===== src/rtl/fib_stepper.sv =====
`default_nettype none
// ============================================================================
// fib_stepper : Fibonacci stepper advanced by synchronized rising edges of tick_in.
// Define FIB_STEPPER_BCD_EN to add a sequential double-dabble BCD output.
// Revision    : 1.0
// ============================================================================
module fib_stepper #(
  parameter int WIDTH = 16,
  parameter bit WRAP  = 1'b1
) (
  input  logic             clk,
  input  logic             rst,
  input  logic             tick_in,
  input  logic             start,
  input  logic             hold,
  input  logic             clear,
  output logic [WIDTH-1:0] fib_out,
  output logic [5:0]       index,
  output logic             valid,
  output logic             overflow,
  output logic             busy,
  output logic             halted
`ifdef FIB_STEPPER_BCD_EN
  ,
  output logic [4*((WIDTH*3)/10+1)-1:0] bcd_out,
  output logic                          bcd_valid
`endif
);

  localparam logic [WIDTH-1:0] c_one = {{(WIDTH-1){1'b0}}, 1'b1};

  typedef enum logic [1:0] {
    IDLE = 2'd0,
    RUN  = 2'd1,
    HALT = 2'd2
  } state_t;

  logic       sync1_q, sync2_q, sync3_q;
  logic [2:0] arm_q;
  logic       step_w;

  state_t           state_q, state_d;
  logic [WIDTH-1:0] a_q, a_d, b_q, b_d;
  logic [5:0]       idx_q, idx_d;
  logic             novf_q, novf_d;
  logic             ovf_q, ovf_d;
  logic             valid_q, valid_d;
  logic             busy_q, halted_q;
  logic [WIDTH:0]   sum_w;

  // arm_q marks how many sync stages hold real samples of tick_in, so a tick
  // that is already high when reset releases cannot look like a fresh edge.
  always_ff @(posedge clk or posedge rst) begin
    if (rst) begin
      sync1_q <= 1'b0;
      sync2_q <= 1'b0;
      sync3_q <= 1'b0;
      arm_q   <= 3'b000;
    end else begin
      sync1_q <= tick_in;
      sync2_q <= sync1_q;
      sync3_q <= sync2_q;
      arm_q   <= {arm_q[1:0], 1'b1};
    end
  end

  assign step_w = sync2_q & ~sync3_q & arm_q[2];
  assign sum_w  = {1'b0, a_q} + {1'b0, b_q};

  always_comb begin
    state_d = state_q;
    a_d     = a_q;
    b_d     = b_q;
    idx_d   = idx_q;
    novf_d  = novf_q;
    ovf_d   = ovf_q;
    valid_d = 1'b0;
    if (clear) begin
      state_d = IDLE;
      a_d     = '0;
      b_d     = c_one;
      idx_d   = '0;
      novf_d  = 1'b0;
    end else begin
      case (state_q)
        IDLE, HALT: begin
          if (start) begin
            state_d = RUN;
            a_d     = '0;
            b_d     = c_one;
            idx_d   = '0;
            novf_d  = 1'b0;
            ovf_d   = 1'b0;
          end
        end
        RUN: begin
          if (step_w && !hold) begin
            if (novf_q) begin
              ovf_d = 1'b1;
              if (WRAP) begin
                a_d     = '0;
                b_d     = c_one;
                idx_d   = '0;
                novf_d  = 1'b0;
                valid_d = 1'b1;
              end else begin
                state_d = HALT;
              end
            end else begin
              a_d     = b_q;
              b_d     = sum_w[WIDTH-1:0];
              novf_d  = sum_w[WIDTH];
              idx_d   = idx_q + 6'd1;
              valid_d = 1'b1;
            end
          end
        end
        default: state_d = IDLE;
      endcase
    end
  end

  always_ff @(posedge clk or posedge rst) begin
    if (rst) begin
      state_q  <= IDLE;
      a_q      <= '0;
      b_q      <= c_one;
      idx_q    <= '0;
      novf_q   <= 1'b0;
      ovf_q    <= 1'b0;
      valid_q  <= 1'b0;
      busy_q   <= 1'b0;
      halted_q <= 1'b0;
    end else begin
      state_q  <= state_d;
      a_q      <= a_d;
      b_q      <= b_d;
      idx_q    <= idx_d;
      novf_q   <= novf_d;
      ovf_q    <= ovf_d;
      valid_q  <= valid_d;
      busy_q   <= (state_d == RUN);
      halted_q <= (state_d == HALT);
    end
  end

  assign fib_out  = a_q;
  assign index    = idx_q;
  assign valid    = valid_q;
  assign overflow = ovf_q;
  assign busy     = busy_q;
  assign halted   = halted_q;

`ifdef FIB_STEPPER_BCD_EN
  localparam int DIGITS = (WIDTH*3)/10 + 1;
  localparam int BCDW   = 4*DIGITS;

  logic [WIDTH-1:0] bin_q, bin_d;
  logic [BCDW-1:0]  acc_q, acc_d, adj_w, bcd_q, bcd_d;
  logic [5:0]       cnt_q, cnt_d;
  logic             bcdv_q, bcdv_d;

  always_comb begin
    adj_w = acc_q;
    for (int i = 0; i < DIGITS; i++) begin
      if (acc_q[4*i +: 4] >= 4'd5) adj_w[4*i +: 4] = acc_q[4*i +: 4] + 4'd3;
    end
  end

  // The accumulator's dropped MSB (always 0) refills the binary LSB; those
  // refill bits never reach the top of bin_q within WIDTH shifts.
  always_comb begin
    bin_d  = bin_q;
    acc_d  = acc_q;
    cnt_d  = cnt_q;
    bcd_d  = bcd_q;
    bcdv_d = 1'b0;
    if (valid_q) begin
      bin_d = a_q;
      acc_d = '0;
      cnt_d = 6'(WIDTH);
    end else if (cnt_q != 6'd0) begin
      acc_d = {adj_w[BCDW-2:0], bin_q[WIDTH-1]};
      bin_d = {bin_q[WIDTH-2:0], adj_w[BCDW-1]};
      cnt_d = cnt_q - 6'd1;
      if (cnt_q == 6'd1) begin
        bcd_d  = acc_d;
        bcdv_d = 1'b1;
      end
    end
  end

  always_ff @(posedge clk or posedge rst) begin
    if (rst) begin
      bin_q  <= '0;
      acc_q  <= '0;
      cnt_q  <= '0;
      bcd_q  <= '0;
      bcdv_q <= 1'b0;
    end else begin
      bin_q  <= bin_d;
      acc_q  <= acc_d;
      cnt_q  <= cnt_d;
      bcd_q  <= bcd_d;
      bcdv_q <= bcdv_d;
    end
  end

  assign bcd_out   = bcd_q;
  assign bcd_valid = bcdv_q;
`endif

endmodule
`default_nettype wire


===== config.mk =====
export PLATFORM = sky130hd
export DESIGN_NAME = fib_stepper
export DESIGN_NICKNAME = d
export VERILOG_FILES = /design/src/rtl/fib_stepper.sv
export SDC_FILE = /design/constraint.sdc
export NUM_CORES = 1
export LEC_CHECK = 0
export CAP_MARGIN = 20
export CELL_PAD_IN_SITES_DETAIL_PLACEMENT = 0
export CELL_PAD_IN_SITES_GLOBAL_PLACEMENT = 2
export CORE_ASPECT_RATIO = 1.75
export CORE_MARGIN = 3
export CORE_UTILIZATION = 39
export DETAILED_ROUTE_END_ITERATION = 7
export PLACE_DENSITY = 0.95
export SKIP_CTS_REPAIR_TIMING = 1
export SLEW_MARGIN = 20
export SYNTH_ARGS = -nofsm -noshare
export SYNTH_HDL_FRONTEND = slang
export SYNTH_SLANG_ARGS = --single-unit

===== constraint.sdc =====
create_clock -name clk -period 4.1 [get_ports clk]
set_clock_uncertainty 0.05 [all_clocks]
set_input_delay 1.025 -clock clk [delete_from_list [all_inputs] [get_ports clk]]
set_output_delay 1.025 -clock clk [all_outputs]
set_load 0.005 [all_outputs]

==> implementation parameters <==
Parameter                              Value

Clock network
  H-tree levels    2
  Clock tree sinks    51
  Clock tree from TritonCTS    yes
  Clock transition at the registers of the reported paths    0.07 ns
  Clock Tree Buf Depth    2
  Number of clock buffers inserted by TritonCTS    5
  Clock latency reported for the late side of the worst-skew pair    0.29 ns
  Root buffer cell    clkbuf_16

Status
  Run status    complete, no violations

Finish
  Antenna fix cells    0
  Area grow syn2layout    19.9%
  Layout fillers    639
  Commonest cells after routing, fill and taps aside    50 x dfrtp_1, 31 x clkdlybuf4s50_1, 23 x nand2_1
  Share of layout cells above drive strength 1    7.47%
  Leading cell type in the layout, fill and taps excluded    dfrtp_1
  Number of nets in the finished design    304

Detailed routing
  Vias after detailed routing    1982
  Vias per std cell    roughly 5.5
  Number of design-rule violations left by the first detailed-router iteration    106
  Total iterations of the first detailed-routing run    4
  Final routed wirelength across all metal layers    ~5600 um
  Final antenna-violating net count    0
  Per-cell routed wire length    15.4 um
  DRC violations left    0

STA
  Setup Total Neg Slack    0 ns
  Hold Fails Final Rpt    0
  Pin slew with the least headroom to its limit    1.03 ns
  Max transition margin    31.4%
  RSZ-0062 raised after global routing    no
  Final setup violation count    0
  Hold slack    0.300 ns
  Final clock period utilization by the worst path    70.8%
  Final period demand of the worst path    roughly 2.9 ns
  Final Max Slew Viols    0
  PnR worst setup slack    1.20 ns
  Max Freq    345 MHz

Floorplan
  Core outline area    0.00654 mm^2
  Die outline height    115 um
  Number of placement rows    39
  Num ports    32
  Die area    0.00780 mm^2
  Initial core utilization    40.2%
  Die Span X    slightly below 70 um

Critical path
  Max stage delay on crit path    0.57 ns
  R2R Setup Slk    1.47 ns
  Top Family by Delay on Critical Path    simple AND/OR/NAND/NOR gates
  Highest net fanout along the worst path    15
  Required time at the endpoint of the critical path    4.24 ns
  Capturing element type of the critical path    flop
  Type of the setup path with the least slack    primary input to flop
  Setup crit start kind    primary input
  Critical path buffer and inverter count    1
  Arrival time of data at the critical path endpoint    3.04 ns
  Cell at the slowest stage of the critical path    or2_0
  Cells along the critical path    clkdlybuf4s50_1 -> or3_4 -> or2_0 -> o41ai_2

Worst hold path
  Type of the worst min-delay path    flop to flop

Place
  Count of input and output buffers    31
  Worst slack, placed    0.856 ns
  Weighted congestion at the end of routability-driven global placement    0.773
  Half-perimeter wire length after detailed placement    4010 um

Power
  NetSw    226 uW
  Fraction of power consumed by the clock network    44.2%
  Worst IR Drop VDD    0.160 mV
  Sequential share of power    52.1%
  PwrDens    310 mW/mm^2
  Combinational Power Share    3.7%
  Switching share of power    23.1%
  Internal Power    about 750 uW
  Leakage power    0.00143 uW

Global route
  Wire length of the first global-routing pass    9740 um
  Largest net degree at the start of global routing    52
  Antenna violations before repair    0
  Global-route total usage across every layer    16.5%
  Via count of the first global-routing pass    2099
  Remaining Overflow, GRT    0

Logic synthesis
  Synth Flop Type    dfrtp_1
  Sequential-to-total area share from yosys stat    around 49%
  Async set or reset register ratio after synthesis    100%
  Post-Syn Nets    roughly 270
  Summed instance area of the synthesized netlist    0.00263 mm^2
  Yosys warns    0
  Number of storage elements in the synthesis netlist    51
  EDFF count, synth    0
  Distinct cell type count after synthesis    between 50 and 60
  Cells after Synth    249
  Synth Area per Inst    10.6 um^2

Job
  Number of max-capacitance violations reported    0
## metal layers
metal  track usage (%)  part of all wire, %  vias up
li1                  -                    -      969
met1              17.9                   39      972
met2              30.2                   55       30
met3              2.75                  2.5       11
met4              6.91                  2.8        0
met5                 0                    0        -
## Yosys cell counts (2+ instances only)
library cell	instances	area share [%]
dfrtp_1	50	48
nand2_1	23	3.3
ha_1	17	8.1
a21oi_1	16	3.0
a22o_1	16	5.3
o21ai_1	16	3.0
nor2_1	15	2.1
inv_1	7	1.0
o21ai_0	7	1.3
xor2_1	6	2.0
a21o_1	5	1.4
a32o_1	5	1.9
nand3_1	5	0.95
or3_1	4	0.95
a31oi_1	3	0.71
clkbuf_1	3	0.43
nand2b_1	3	0.71
o31ai_1	3	0.86
a211oi_1	2	0.57
a21boi_1	2	0.57
buf_2	2	0.38
nor2b_1	2	0.48
nor4b_1	2	0.67
o21a_1	2	0.57
o21bai_1	2	0.57
or2_0	2	0.48
## flip-flops by register name, indices dropped and copies added, names as in the netlist, 2 cells and up
| signal | count |
|---|---|
| fib_out | 16 |
| b_q | 16 |
| arm_q | 3 |
| state_q | 2 |
| index | 6 |
## kinds of logic after synthesis
group / share of synthesized area [%]
compound gates: 23.3
fa+ha+maj: 8.85
simple gates: 13.6
xor+xnor: 2.33
flops: 48.6
buf+inv: 3.24
other cells: 0.143
## power groups by stage
stage | registers [uW] | clock network (uW) | logic, uW
floorplan | 519 | 0 | 24.5
finish | 509 | 431 | 35.9
detailed placement | 519 | 0 | 37.2
global route | 510 | 462 | 40.9
global placement | 519 | 0 | 36.6
CTS | 509 | 444 | 37.1
## area by class of cell
cell class | count | area, um^2 | share of cell area (%)
Tap cell | 82 | 103 | 3.25
Sequential cell | 51 | 1280 | 40.5
Inverter | 7 | 27.5 | 0.873
Multi-Input combinational cell | 182 | 1270 | 40.2
Timing Repair Buffer | 33 | 325 | 10.3
Clock inverter | 3 | 28.8 | 0.913
Clock buffer | 5 | 125 | 3.97
## through the flow
step           instances  total power, uW  instance area [um^2]  utilization, %
4_1_cts              363              991                  3150            48.2
6_report             363              976                  3150            48.2
5_1_grt              363             1010                  3150            48.2
3_3_place_gp         355              555                  3000            45.8
2_1_floorplan        249              543                  2630               -
3_5_place_dp         355              556                  3000            45.8
## worst paths after layout
kind,startpoint,end,cells after the start
worst max-delay path,clear,index[5],4
max in group asynchronous,rst,fib_out[14],2
worst min-delay path,arm_q[0],arm_q[1],0
min in group asynchronous,rst,sync2_q,2
worst min register to register,arm_q[0],arm_q[1],0
worst max register to register,b_q[0],b_q[12],9
No activity file was read; power rests on OpenSTA's default activity.
